==> src/rtl/char_scroll_ctrl_if.sv <==
// char_scroll_ctrl_if
//   Bundles the host message-write/control port and the glyph ROM port of
//   the scroll controller.
//   Signals
//     wr_en, wr_addr, wr_data : message buffer write port (host -> ctrl)
//     msg_len                 : active message length, sampled on start
//     start, stop             : control pulses (host -> ctrl)
//     rom_cs, rom_char,
//     rom_column              : glyph ROM request (ctrl -> ROM)
//     rom_data                : glyph ROM column data, combinational (ROM -> ctrl)
//   Modports
//     slave  : the scroll controller
//     master : host + ROM side (testbench / SoC glue)
interface char_scroll_ctrl_if #(
    parameter int MSG_DEPTH = 32
);
    localparam int AW = $clog2(MSG_DEPTH);

    logic          wr_en;
    logic [AW-1:0] wr_addr;
    logic [7:0]    wr_data;
    logic [AW:0]   msg_len;
    logic          start;
    logic          stop;
    logic          rom_cs;
    logic [7:0]    rom_char;
    logic [1:0]    rom_column;
    logic [15:0]   rom_data;

    modport slave (
        input  wr_en, wr_addr, wr_data, msg_len, start, stop, rom_data,
        output rom_cs, rom_char, rom_column
    );

    modport master (
        output wr_en, wr_addr, wr_data, msg_len, start, stop, rom_data,
        input  rom_cs, rom_char, rom_column
    );
endinterface

==> src/rtl/char_scroll_ctrl.sv <==
// char_scroll_ctrl
//   Scrolls a host-written text message across an LED column display.
//   Every TICK_DIV+1 clocks one display column is produced: either a glyph
//   column fetched from the 4-column character ROM or a blank gap column
//   after each character, and shifted into the frame register at col 0.
//   Ports
//     clk, rst_n : clock (rising edge), async active-low reset
//     bus        : host write/control + glyph ROM port (slave modport)
//     frame      : DISP_COLS columns x 10 bits, col 0 = [9:0] = newest
//     busy       : high while not IDLE
//     step       : 1-cycle pulse coincident with each frame update
//     wrap       : 1-cycle pulse with step when the last char's gap shifts in
module char_scroll_ctrl #(
    parameter int MSG_DEPTH = 32,
    parameter int TICK_DIV  = 4,
    parameter int DISP_COLS = 16
) (
    input  logic                     clk,
    input  logic                     rst_n,
    char_scroll_ctrl_if.slave        bus,
    output logic [DISP_COLS*10-1:0]  frame,
    output logic                     busy,
    output logic                     step,
    output logic                     wrap
);
    localparam int AW = $clog2(MSG_DEPTH);
    localparam int FW = DISP_COLS * 10;
    localparam int TW = $clog2(TICK_DIV);

    typedef enum logic [1:0] {
        IDLE  = 2'd0,
        WAIT  = 2'd1,
        FETCH = 2'd2
    } state_t;

    state_t        state_q, state_d;
    logic [7:0]    msg_buf [MSG_DEPTH];
    logic [AW-1:0] char_idx;
    logic [2:0]    col_idx;
    logic [TW-1:0] tick;
    logic [AW:0]   len_q;

    logic [7:0]    cur_char;
    logic          glyph_ok;
    logic          launch;
    logic          do_shift;
    logic          tick_last;
    logic          last_char;
    logic [9:0]    shift_col;
    logic          rom_cs_c;
    logic [7:0]    rom_char_c;
    logic [1:0]    rom_column_c;
    logic          rom_hi_unused;

    // Buffer read is combinational from the registered index, so a write
    // landing on the same entry during FETCH only takes effect afterwards:
    // the fetch sees the old character.
    assign cur_char  = msg_buf[char_idx];
    // Column 4 is the inter-character gap; codes >= 128 have no glyph.
    assign glyph_ok  = (col_idx != 3'd4) && !cur_char[7];
    // stop dominates start, and start only counts from IDLE with a
    // non-empty message.
    assign launch    = (state_q == IDLE) && bus.start && !bus.stop &&
                       (bus.msg_len != '0);
    // A FETCH cut short by stop leaves frame and indices untouched.
    assign do_shift  = (state_q == FETCH) && !bus.stop;
    assign tick_last = (tick == TW'(TICK_DIV - 1));
    assign last_char = ({1'b0, char_idx} == (len_q - 1'b1));
    assign shift_col = glyph_ok ? bus.rom_data[9:0] : 10'd0;
    assign busy      = (state_q != IDLE);

    // Upper ROM bits are not part of the glyph.
    assign rom_hi_unused = ^bus.rom_data[15:10];

    assign bus.rom_cs     = rom_cs_c;
    assign bus.rom_char   = rom_char_c;
    assign bus.rom_column = rom_column_c;

    // Message buffer: write port only, deliberately not reset.
    always_ff @(posedge clk) begin
        if (bus.wr_en) msg_buf[bus.wr_addr] <= bus.wr_data;
    end

    always_ff @(posedge clk or negedge rst_n) begin
        if (!rst_n) state_q <= IDLE;
        else        state_q <= state_d;
    end

    always_comb begin
        state_d      = state_q;
        rom_cs_c     = 1'b0;
        rom_char_c   = 8'd0;
        rom_column_c = 2'd0;

        case (state_q)
            IDLE:    if (launch) state_d = WAIT;
            WAIT:    if (tick_last) state_d = FETCH;
            FETCH:   state_d = WAIT;
            default: state_d = IDLE;
        endcase

        if (bus.stop) state_d = IDLE;

        if ((state_q == FETCH) && glyph_ok) begin
            rom_cs_c     = 1'b1;
            rom_char_c   = cur_char;
            rom_column_c = col_idx[1:0];
        end
    end

    always_ff @(posedge clk or negedge rst_n) begin
        if (!rst_n) begin
            frame    <= '0;
            char_idx <= '0;
            col_idx  <= '0;
            tick     <= '0;
            len_q    <= '0;
            step     <= 1'b0;
            wrap     <= 1'b0;
        end else begin
            step <= 1'b0;
            wrap <= 1'b0;

            if (launch) begin
                frame    <= '0;
                char_idx <= '0;
                col_idx  <= '0;
                tick     <= '0;
                len_q    <= (bus.msg_len > (AW+1)'(MSG_DEPTH)) ?
                            (AW+1)'(MSG_DEPTH) : bus.msg_len;
            end

            if ((state_q == WAIT) && !bus.stop) begin
                tick <= tick_last ? '0 : tick + 1'b1;
            end

            if (do_shift) begin
                frame <= {frame[FW-11:0], shift_col};
                step  <= 1'b1;
                if (col_idx == 3'd4) begin
                    col_idx <= '0;
                    if (last_char) begin
                        char_idx <= '0;
                        wrap     <= 1'b1;
                    end else begin
                        char_idx <= char_idx + 1'b1;
                    end
                end else begin
                    col_idx <= col_idx + 1'b1;
                end
            end
        end
    end
endmodule

==> src/flat_wrapper.sv <==
// flat-port wrapper written by rule: the top's interface ports become plain ports
module char_scroll_ctrl_flat 
#(
    parameter int MSG_DEPTH = 32,
    parameter int TICK_DIV  = 4,
    parameter int DISP_COLS = 16
)
  (clk, rst_n, frame, busy, step, wrap, bus_wr_en, bus_wr_addr, bus_wr_data, bus_msg_len, bus_start, bus_stop, bus_rom_data, bus_rom_cs, bus_rom_char, bus_rom_column);
  char_scroll_ctrl_if #(.MSG_DEPTH(MSG_DEPTH)) bus_i ();
  input  logic clk;
  input  logic rst_n;
  output logic [DISP_COLS*10-1:0] frame;
  output logic busy;
  output logic step;
  output logic wrap;
  input wire logic [$bits(bus_i.wr_en)-1:0] bus_wr_en;
  input wire logic [$bits(bus_i.wr_addr)-1:0] bus_wr_addr;
  input wire logic [$bits(bus_i.wr_data)-1:0] bus_wr_data;
  input wire logic [$bits(bus_i.msg_len)-1:0] bus_msg_len;
  input wire logic [$bits(bus_i.start)-1:0] bus_start;
  input wire logic [$bits(bus_i.stop)-1:0] bus_stop;
  input wire logic [$bits(bus_i.rom_data)-1:0] bus_rom_data;
  output wire logic [$bits(bus_i.rom_cs)-1:0] bus_rom_cs;
  output wire logic [$bits(bus_i.rom_char)-1:0] bus_rom_char;
  output wire logic [$bits(bus_i.rom_column)-1:0] bus_rom_column;
  assign bus_i.wr_en = bus_wr_en;
  assign bus_i.wr_addr = bus_wr_addr;
  assign bus_i.wr_data = bus_wr_data;
  assign bus_i.msg_len = bus_msg_len;
  assign bus_i.start = bus_start;
  assign bus_i.stop = bus_stop;
  assign bus_i.rom_data = bus_rom_data;
  assign bus_rom_cs = bus_i.rom_cs;
  assign bus_rom_char = bus_i.rom_char;
  assign bus_rom_column = bus_i.rom_column;
  char_scroll_ctrl #(.MSG_DEPTH(MSG_DEPTH), .TICK_DIV(TICK_DIV), .DISP_COLS(DISP_COLS)) u_core (.clk(clk), .rst_n(rst_n), .bus(bus_i), .frame(frame), .busy(busy), .step(step), .wrap(wrap));
endmodule
==> config.mk <==
export PLATFORM = sky130hd
export DESIGN_NAME = char_scroll_ctrl_flat
export DESIGN_NICKNAME = d
export VERILOG_FILES = /design/src/rtl/char_scroll_ctrl_if.sv /design/src/rtl/char_scroll_ctrl.sv /design/src/flat_wrapper.sv
export SDC_FILE = /design/constraint.sdc
export NUM_CORES = 1
export LEC_CHECK = 0
export BUFFER_PORTS_ARGS = -buffer_cell sky130_fd_sc_hd__buf_2
export CAP_MARGIN = 25
export CORE_UTILIZATION = 62
export DETAILED_ROUTE_END_ITERATION = 8
export PLACE_DENSITY_LB_ADDON = 0.3
export RECOVER_POWER = 50
export SYNTH_ARGS = -nofsm -noshare
export SYNTH_HDL_FRONTEND = slang
export SYNTH_SLANG_ARGS = --single-unit
==> constraint.sdc <==
create_clock -name clk -period 6.7 [get_ports clk]
set_input_delay 0.67 -clock clk [delete_from_list [all_inputs] [get_ports clk]]
set_output_delay 0.67 -clock clk [all_outputs]
set_load 0.1 [all_outputs]
==> results by group, run 1 <==
Place
  – Buffers on Ports: 206
  – Routability Congestion: 0.8221
  – Final HPWL DP: 24,160 um
  – Placed Instance Area: 18,550 sq um

Die
  – Row count: 60
  – DIE WIDTH: 169.0 um
  – Core area: 27,180 sq um
  – Ports: 214
  – Initial Util: 63.61%
  – Die area: 28,550 sq um
  – Die Y: 169.0 um

CTS
  – CTS Sinks: 436
  – # hold bufs at CTS: 0
  – CTS Buf Count: 43
  – Clk_lat worst skew: 0.53 ns
  – CTS tree: built
  – CTS H-Tree Depth: 2
  – Post-CTS Setup Inserts: 0
  – Root Driver: clkbuf_16
  – Worst-path clk slew: 0.06 ns
  – Bufs on Longest Clock Path: 3
  – PostCTS Resize Cnt: 0

Logic synthesis
  – Synth cell types: 47
  – Post-synth top flop: edfxtp_1
  – Syn Std Cell Area: 17,290 sq um
  – Asr flop ratio synth: 41.28%
  – Syn nets: 1,269
  – Yosys reg bits: 436
  – Post-synth EDFFs: 256
  – YS warnings: 0
  – Syn avg cell area: 14.12 sq um
  – Sequential area share after synthesis: 70.53%
  – Synth Instances: 1,224

Detailed routing
  – Post-route ant nets: 0
  – Routed WL: 38,660 um
  – Wire per inst: 21.30 um
  – DR iter-0 viols: 1,249
  – Drc violations: 0
  – Vias per cell: 5.961
  – First drt pass iteration count: 5
  – Vias: 10,820

Outcome
  – Status: finished clean

Power and ir drop
  – Worst vdd ir: 0.2551 mV
  – P_leak: 7.813 nW
  – Power per cell area: 268.6 nW/um^2

Layout
  – Share of cells above drive strength 1: 25.43%
  – Most common cell after layout, fill and taps aside: nand2_1
  – Final instance area: 19,920 sq um
  – Nets: 1,456
  – Register Area: 12,200 sq um
  – Fill count: 1,752
  – Most frequent cells in the layout: nand2_1 (322), edfxtp_1 (256), buf_2 (195), dfrtp_1 (178), o21ai_0 (160)
  – Multi-input logic area: 4748 sq um
  – Diodes inserted: 0
  – Synthesis-to-finish area growth: 15.21%

Timing
  – Least-Margin Pin Slew: 1.450 ns
  – Slew Viols, Final: 0
  – Final setup vio count: 0
  – Setup TNS: 0 ns
  – Fmax: 221.5 MHz
  – Final hold violation count: 0
  – Fin Clk Skew: 0.01988 ns
  – Rel. slew slack: 3.337%
  – RSZ-0062 raised after global routing: false
  – Crit share post-route: 67.39%
  – Final min period: 4.515 ns

Global routing
  – Antenna violations before repair: 0
  – Number of global-route vias before repair: 10,660
  – Global-route wire length before repair: 59,440 um
  – GRT overflow: 0
  – Pin count of the biggest net entering global routing: 110
  – Total GRT Usage: 27.40%

Job
  – Max Cap Viol: 0

Setup path
  – Reg2Reg Launch Point: u_core.char_idx[1]$_DFF_PN0_
  – Crit. End Element: output port
  – Crit Path Class: reg2out
  – Crit path max fanout: 50
  – Reg2Reg Setup Slack: 3.80 ns
  – Worst R2R Path Depth: 7
  – Critical path arrival: 3.85 ns
  – Critical Path RT: 6.03 ns
  – CP Launch Type: flip-flop
  – R2R Path End: u_core.frame[4]$_DFFE_PN0P_

Min path
  – Worst min-delay path class: in2async
cell families after synthesis:
logic type               share of synthesized area, %
flip-flops                                      70.53
AND/OR/NAND/NOR                                 9.757
XOR/XNOR                                       0.3330
AO/OA/AOI/OAI                                   6.232
adder cells (fa/ha/maj)                        0.3619
buffers and inverters                           2.027
multiplexers                                    10.74
other                                         0.02169
worst max-delay path by stage:
stage | end | cells past startpoint | slack (ns) | startpoint
6_report | bus_rom_char[5] | 8 | 2.18 | u_core.char_idx[1]$_DFF_PN0_
5_1_grt | bus_rom_char[2] | 9 | 2.07 | u_core.char_idx[0]$_DFF_PN0_
4_1_cts | bus_rom_char[2] | 8 | 1.89 | u_core.char_idx[0]$_DFF_PN0_
3_5_place_dp | bus_rom_char[6] | 8 | 2.49 | u_core.char_idx[0]$_DFF_PN0_
3_3_place_gp | bus_rom_char[5] | 8 | 2.52 | u_core.char_idx[0]$_DFF_PN0_
2_1_floorplan | bus_rom_char[0] | 9 | 3.33 | u_core.char_idx[0]$_DFF_PN0_
state kept, by name, summed over array words and instances (netlist names):
| name | cells |
|---|---|
| u_core.state_q | 2 |
| u_core.char_idx | 5 |
| u_core.frame | 160 |
| u_core.len_q | 6 |
| u_core.col_idx | 3 |
| u_core.msg_buf | 256 |
| u_core.step | 1 |
| u_core.wrap | 1 |
| u_core.tick | 2 |
metrics by stage:
step | utilization, % | total power, mW | setup WS [ns] | hold WS [ns] | std cells
4_1_cts | 73.04 | 5.372 | 1.891 | 0.2911 | 1812
6_report | 73.28 | 5.350 | 2.185 | 0.2681 | 1815
2_1_floorplan | - | 3.073 | 3.333 | 0.3744 | 1224
3_5_place_dp | 68.27 | 3.167 | 2.489 | 0.4898 | 1735
5_1_grt | 73.28 | 5.498 | 2.071 | 0.3333 | 1815
3_3_place_gp | 68.20 | 3.153 | 2.521 | 0.4832 | 1734
cell type report:
type                            count  share of cell area [%]
Tap cell                          372                   2.337
Multi-Input combinational cell    706                   23.84
Timing Repair Buffer              218                   5.943
Sequential cell                   436                   61.24
Inverter                            6                  0.1257
Clock inverter                     23                  0.6974
Clock buffer                       54                   5.811
synth_stat cells, drive strengths merged, types with 2 or more instances:
library cell | number | area (sq um)
nand2 | 322 | 1209
o31a | 2 | 17.52
a32o | 11 | 110.1
edfxtp | 256 | 7687
o31ai | 2 | 15.01
a221o | 2 | 20.02
mux4 | 76 | 1712
clkbuf | 51 | 191.4
a21oi | 4 | 20.02
nand2b | 5 | 31.28
nand3 | 6 | 30.03
dfrtp | 180 | 4504
o21ai | 160 | 800.8
inv | 5 | 18.77
o21a | 2 | 15.01
ha | 5 | 62.56
buf | 25 | 136.4
nor3 | 3 | 15.01
or3 | 2 | 12.51
nand3b | 10 | 75.07
xnor2 | 2 | 17.52
o22ai | 2 | 12.51
or2 | 2 | 12.51
and2 | 3 | 18.77
or3b | 3 | 26.28
and3 | 10 | 62.56
mux2 | 12 | 135.1
nor2 | 44 | 165.2
xor2 | 2 | 17.52
critical path: stages, from the launching register on:
cell and delay (ns):
dfrtp_2 0.65, buf_4 0.63, mux4_2 0.42, mux2_2 0.29
nand2_1 0.10, o2bb2ai_1 0.14, buf_4 0.30, and3_1 0.27
buf_2 0.45
routing by layer:
| layer | track usage (%) | vias to the layer above | part of all wire [%] |
|---|---|---|---|
| li1 | - | 4816 | - |
| met1 | 36.95 | 5447 | 39 |
| met2 | 46.51 | 480 | 50 |
| met3 | 4.559 | 76 | 7.8 |
| met4 | 8.147 | 0 | 2.7 |
| met5 | 0 | - | 0 |
report_power, final:
group	leakage (nW)	internal (mW)	switching, mW
Combinational	2.36	0.0545	0.156
Sequential	4.81	2.89	0.0214
Clock	0.641	1.26	0.972
Total	7.81	4.20	1.15
Note: power is estimated with default switching activity, not from simulation.
==> run 2, diff against run 1 <==
- CORE_UTILIZATION: 62 -> 58
- clock period: 6.7 -> 4.5 ns (I/O delays scaled with it)
==> results by group, run 2 (synthesized netlist as in run 1, its figures left out) <==
Timing
  – PnR worst setup slack: 0.2125 ns
  – Fin Clk Skew: 0.01593 ns
  – Least-Margin Pin Slew: 2.831 ns
  – Final hold violation count: 0
  – Fmax: 233.2 MHz
  – Setup TNS: 0 ns
  – Final setup vio count: 0
  – Slew Viols, Final: 51
  – Final min period: 4.287 ns
  – Rel. slew slack: -88.73%
  – RSZ-0062 raised after global routing: false
  – Final hold slack: 0.1615 ns
  – Crit share post-route: 95.28%

Power and ir drop
  – Switching part of the total: 20.75%
  – Clk pwr share: 42.8%
  – P_leak: 7.846 nW
  – Reg power frac: 53.3%
  – Comb pwr share: 3.9%
  – Pint: 6.435 mW
  – Power per cell area: 405.5 nW/um^2
  – Worst vdd ir: 0.3127 mV
  – NetSw: 1.685 mW

CTS
  – CTS Sinks: 436
  – CTS tree: built
  – CTS Buf Count: 44
  – Bufs on Longest Clock Path: 3
  – PostCTS Resize Cnt: 0
  – CTS H-Tree Depth: 2
  – Root Driver: clkbuf_16
  – Clk_lat worst skew: 0.53 ns
  – Worst-path clk slew: 0.06 ns

Detailed routing
  – Vias per cell: 5.886
  – Wire per inst: 21.19 um
  – Drc violations: 0
  – First drt pass iteration count: 6
  – Routed WL: 38,770 um
  – DR iter-0 viols: 1,206
  – Post-route ant nets: 0
  – Vias: 10,770

Global routing
  – Met2 global-route usage: 41.09%
  – Grt met3 use: 4.199%
  – GRT overflow: 0
  – Pin count of the biggest net entering global routing: 100
  – Total GRT Usage: 25.49%
  – GR peak layer: met2
  – Antenna violations before repair: 0
  – Global-route wire length before repair: 59,580 um
  – Met1 global-route usage: 35.56%
  – Number of global-route vias before repair: 10,570

Layout
  – Max reg flops: 256
  – Share of cells above drive strength 1: 24.90%
  – Largest regs: u_core.msg_buf: 256 flops, u_core.frame: 160 flops, u_core.len_q: 6 flops
  – Most flop-heavy register: u_core.msg_buf
  – Final instance area: 20,020 sq um
  – Synthesis-to-finish area growth: 15.84%
  – Post-route core utilization: 69.02%
  – Most common cell after layout, fill and taps aside: nand2_1
  – Fill count: 1,986
  – Most frequent cells in the layout: nand2_1 (322), edfxtp_1 (256), buf_2 (193), dfrtp_1 (178), o21ai_0 (160)
  – Nets: 1,461
  – Diodes inserted: 0

Die
  – Row count: 62
  – Ports: 214
  – Die Y: 174.6 um
  – DIE WIDTH: 174.6 um
  – Die area: 30,500 sq um
  – Core area: 29,010 sq um
  – Initial Util: 59.58%

Place
  – Buffers on Ports: 206
  – Dpl ws: 0.7799 ns
  – Routability Congestion: 0.8765
  – Placed Instance Area: 18,660 sq um
  – Final HPWL DP: 24,650 um

Setup path
  – Critical-path cell list: mux4_2 -> o22ai_1 -> o21ai_0 -> o2bb2ai_1 -> buf_4 -> and3_1 -> buf_2
  – Critical Path RT: 4.05 ns
  – Critical path arrival: 3.84 ns
  – Cell family with most CP delay: flip-flops
  – Largest stage delay on the critical path: 0.99 ns
  – Crit path max fanout: 37
  – CP Launch Type: flip-flop
  – Bufs and invs on worst path: 2
  – Crit path max-delay cell type: dfrtp_2
  – Crit Path Class: reg2out
  – Crit. End Element: output port

Outcome
  – Violated checks: capacitance limit, slew limit
  – Status: finished, violations left

Min path
  – Worst min-delay path class: in2reg

Job
  – Max Cap Viol: 1
run 2: final cells by class:
| class | count | area, sq um | share of cell area, % |
|---|---|---|---|
| Multi-Input combinational cell | 706 | 4748 | 23.71 |
| Tap cell | 384 | 480.5 | 2.399 |
| Sequential cell | 436 | 12200 | 60.91 |
| Timing Repair Buffer | 222 | 1220 | 6.092 |
| Clock buffer | 59 | 1179 | 5.886 |
| Clock inverter | 17 | 175.2 | 0.8748 |
| Inverter | 6 | 25.02 | 0.1250 |
run 2: worst paths after layout:
| check | to | slack, ns | startpoint | depth (start not counted) |
|---|---|---|---|---|
| max in group asynchronous | u_core.tick[1]$_DFFE_PN0P_ | 1.42 | rst_n | 4 |
| worst max register to register | u_core.frame[4]$_DFFE_PN0P_ | 1.56 | u_core.char_idx[1]$_DFF_PN0_ | 6 |
| worst max-delay path | bus_rom_column[1] | 0.21 | u_core.char_idx[1]$_DFF_PN0_ | 7 |
| min in group asynchronous | u_core.frame[55]$_DFFE_PN0P_ | 1.36 | rst_n | 2 |
| worst min-delay path | u_core.frame[7]$_DFFE_PN0P_ | 0.16 | bus_rom_data[7] | 2 |
| worst min register to register | u_core.frame[49]$_DFFE_PN0P_ | 0.50 | u_core.frame[39]$_DFFE_PN0P_ | 2 |
run 2: power groups by stage:
stage	sequential [mW]	combinational [mW]	clock, mW
2_1_floorplan	4.41	0.168	0
3_3_place_gp	4.40	0.300	0
3_5_place_dp	4.41	0.315	0
4_1_cts	4.33	0.317	3.53
5_1_grt	4.33	0.346	3.69
6_report	4.33	0.314	3.48
run 2: through the flow:
stage	cells	power, mW
floorplan	1224	4.576
global placement	1751	4.701
detailed placement	1752	4.720
CTS	1829	8.171
global route	1830	8.366
finish	1830	8.120
run 2: repair_timing:
| item | 4_1_cts | 5_1_grt |
|---|---|---|
| hold buffers | 1 | 0 |
| setup buffers | 0 | 1 |
| endpoints found under the setup margin | 0 | 3 |
| hold endpoints to repair | 50 | 0 |
run 2: metal layers:
layer  wire, um  part of all wire (%)
met1      15710                    41
met5          0                     0
met4       1183                   3.1
met3       2981                   7.7
met2      18890                    49
==> run 3, diff against run 2 <==
- CORE_UTILIZATION: 58 -> 62
- clock period: 4.5 -> 5.5 ns (I/O delays scaled with it)
==> results by group, run 3 (synthesized netlist as in run 1, its figures left out) <==
Layout
  – Post-route core utilization: 73.51%
  – Synthesis-to-finish area growth: 15.57%
  – Post-route insts no fill: 1,816
  – Diodes inserted: 0
  – Most flop-heavy register: u_core.msg_buf
  – Most common cell after layout, fill and taps aside: nand2_1
  – Share of cells above drive strength 1: 25.35%
  – Largest regs: u_core.msg_buf: 256 flops, u_core.frame: 160 flops, u_core.len_q: 6 flops
  – Final instance area: 19,980 sq um
  – Max reg flops: 256
  – Most frequent cells in the layout: nand2_1 (322), edfxtp_1 (256), buf_2 (194), dfrtp_1 (178), o21ai_0 (160)
  – Nets: 1,459

Detailed routing
  – Drc violations: 0
  – DR iter-0 viols: 1,284
  – Vias: 10,930
  – Wire per inst: 21.52 um
  – First drt pass iteration count: 7
  – Vias per cell: 6.019
  – Routed WL: 39,090 um
  – Post-route ant nets: 0

Setup path
  – CP Launch Type: flip-flop
  – Crit path max-delay cell type: dfrtp_4
  – Critical-path cell list: buf_4 -> mux4_2 -> o22ai_1 -> o21ai_0 -> o2bb2ai_1 -> buf_4 -> and3_1 -> buf_2
  – Crit path max fanout: 45
  – Critical Path RT: 4.95 ns
  – Worst Setup SP: u_core.char_idx[0]$_DFF_PN0_
  – Largest stage delay on the critical path: 0.98 ns
  – Critical path arrival: 4.02 ns
  – Reg2Reg Launch Point: u_core.char_idx[0]$_DFF_PN0_
  – Crit Path Class: reg2out
  – Worst R2R Path Depth: 7
  – Most frequent CP cell: buf_4
  – Crit. End Element: output port

Die
  – Core area: 27,180 sq um
  – DIE WIDTH: 169.0 um
  – Die area: 28,550 sq um
  – Initial Util: 63.61%
  – Ports: 214
  – Row count: 60
  – Die Y: 169.0 um

Timing
  – Least-Margin Pin Slew: 3.113 ns
  – Setup TNS: 0 ns
  – Rel. slew slack: -107.6%
  – Fmax: 218.8 MHz
  – RSZ-0062 raised after global routing: false
  – Fin Clk Skew: 0.02164 ns
  – PnR worst setup slack: 0.9298 ns
  – Slew Viols, Final: 108
  – Final hold slack: 0.03465 ns
  – Final hold violation count: 0
  – Crit share post-route: 83.09%
  – Final setup vio count: 0
  – Final min period: 4.570 ns

Place
  – Final HPWL DP: 24,470 um
  – Placed Instance Area: 18,580 sq um
  – Routability Congestion: 0.8338
  – Buffers on Ports: 206
  – Post-placement cell count: 1,739
  – Dpl ws: 1.529 ns

CTS
  – Root Driver: clkbuf_16
  – Clk_lat worst skew: 0.54 ns
  – # hold bufs at CTS: 0
  – PostCTS Resize Cnt: 0
  – CTS H-Tree Depth: 2
  – Post-CTS Setup Inserts: 0
  – Worst-path clk slew: 0.06 ns
  – CTS Sinks: 436
  – Bufs on Longest Clock Path: 3
  – CTS Buf Count: 44
  – CTS tree: built

Outcome
  – Status: finished, violations left
  – Violated checks: capacitance limit, slew limit

Global routing
  – Global-route wire length before repair: 60,860 um
  – GRT overflow: 0
  – Number of global-route vias before repair: 10,850
  – Total GRT Usage: 28.03%
  – Antenna violations before repair: 1
  – Pin count of the biggest net entering global routing: 90

Job
  – Max Cap Viol: 2

Power and ir drop
  – Power per cell area: 334.9 nW/um^2
  – Worst vdd ir: 0.3046 mV
  – Power consumption: 6.690 mW
  – P_leak: 7.836 nW

Min path
  – Worst min-delay path class: in2async
==> run 3: area by class of cell <==
type | count | area (sq um)
sequential | 436 | 12200
fill | 1734 | 7198
multi-input combinational | 706 | 4748
clock buffer | 63 | 1274
timing repair buffer | 220 | 1134
tap | 372 | 465.4
clock inverter | 13 | 135.1
inverter | 6 | 25.02
==> run 3: path summary, 6_finish.rpt <==
kind | to | slack (ns)
worst min-delay path | u_core.frame[48]$_DFFE_PN0P_ | 0.03
worst max register to register | u_core.frame[8]$_DFFE_PN0P_ | 2.42
max in group asynchronous | u_core.frame[71]$_DFFE_PN0P_ | 2.01
min in group clk | u_core.state_q[0]$_DFFE_PN0P_ | 0.27
worst max-delay path | bus_rom_char[5] | 0.93
worst min register to register | u_core.frame[75]$_DFFE_PN0P_ | 0.50
==> run 3: worst max-delay path, delay by kind of cell, from the launching register on <==
family | cells | cell delay (ns)
buf+inv | 3 | 1.17
compound gates | 3 | 0.47
mux | 1 | 0.56
flops | 1 | 0.98
simple gates | 1 | 0.27
==> run 3: report_power, final <==
| group | total, mW | switching (mW) | internal (mW) |
|---|---|---|---|
| Sequential | 3.54 | 0.0246 | 3.52 |
| Clock | 2.90 | 1.19 | 1.70 |
| Combinational | 0.251 | 0.188 | 0.0625 |
| Total | 6.69 | 1.41 | 5.28 |
==> run 3: per-layer routing <==
metal | track usage (%) | vias up | routed length [um]
li1 | - | 4822 | -
met1 | 38.06 | 5471 | 15090
met2 | 47.07 | 548 | 19810
met3 | 4.770 | 88 | 3144
met4 | 8.696 | 2 | 1036
met5 | 0 | - | 13
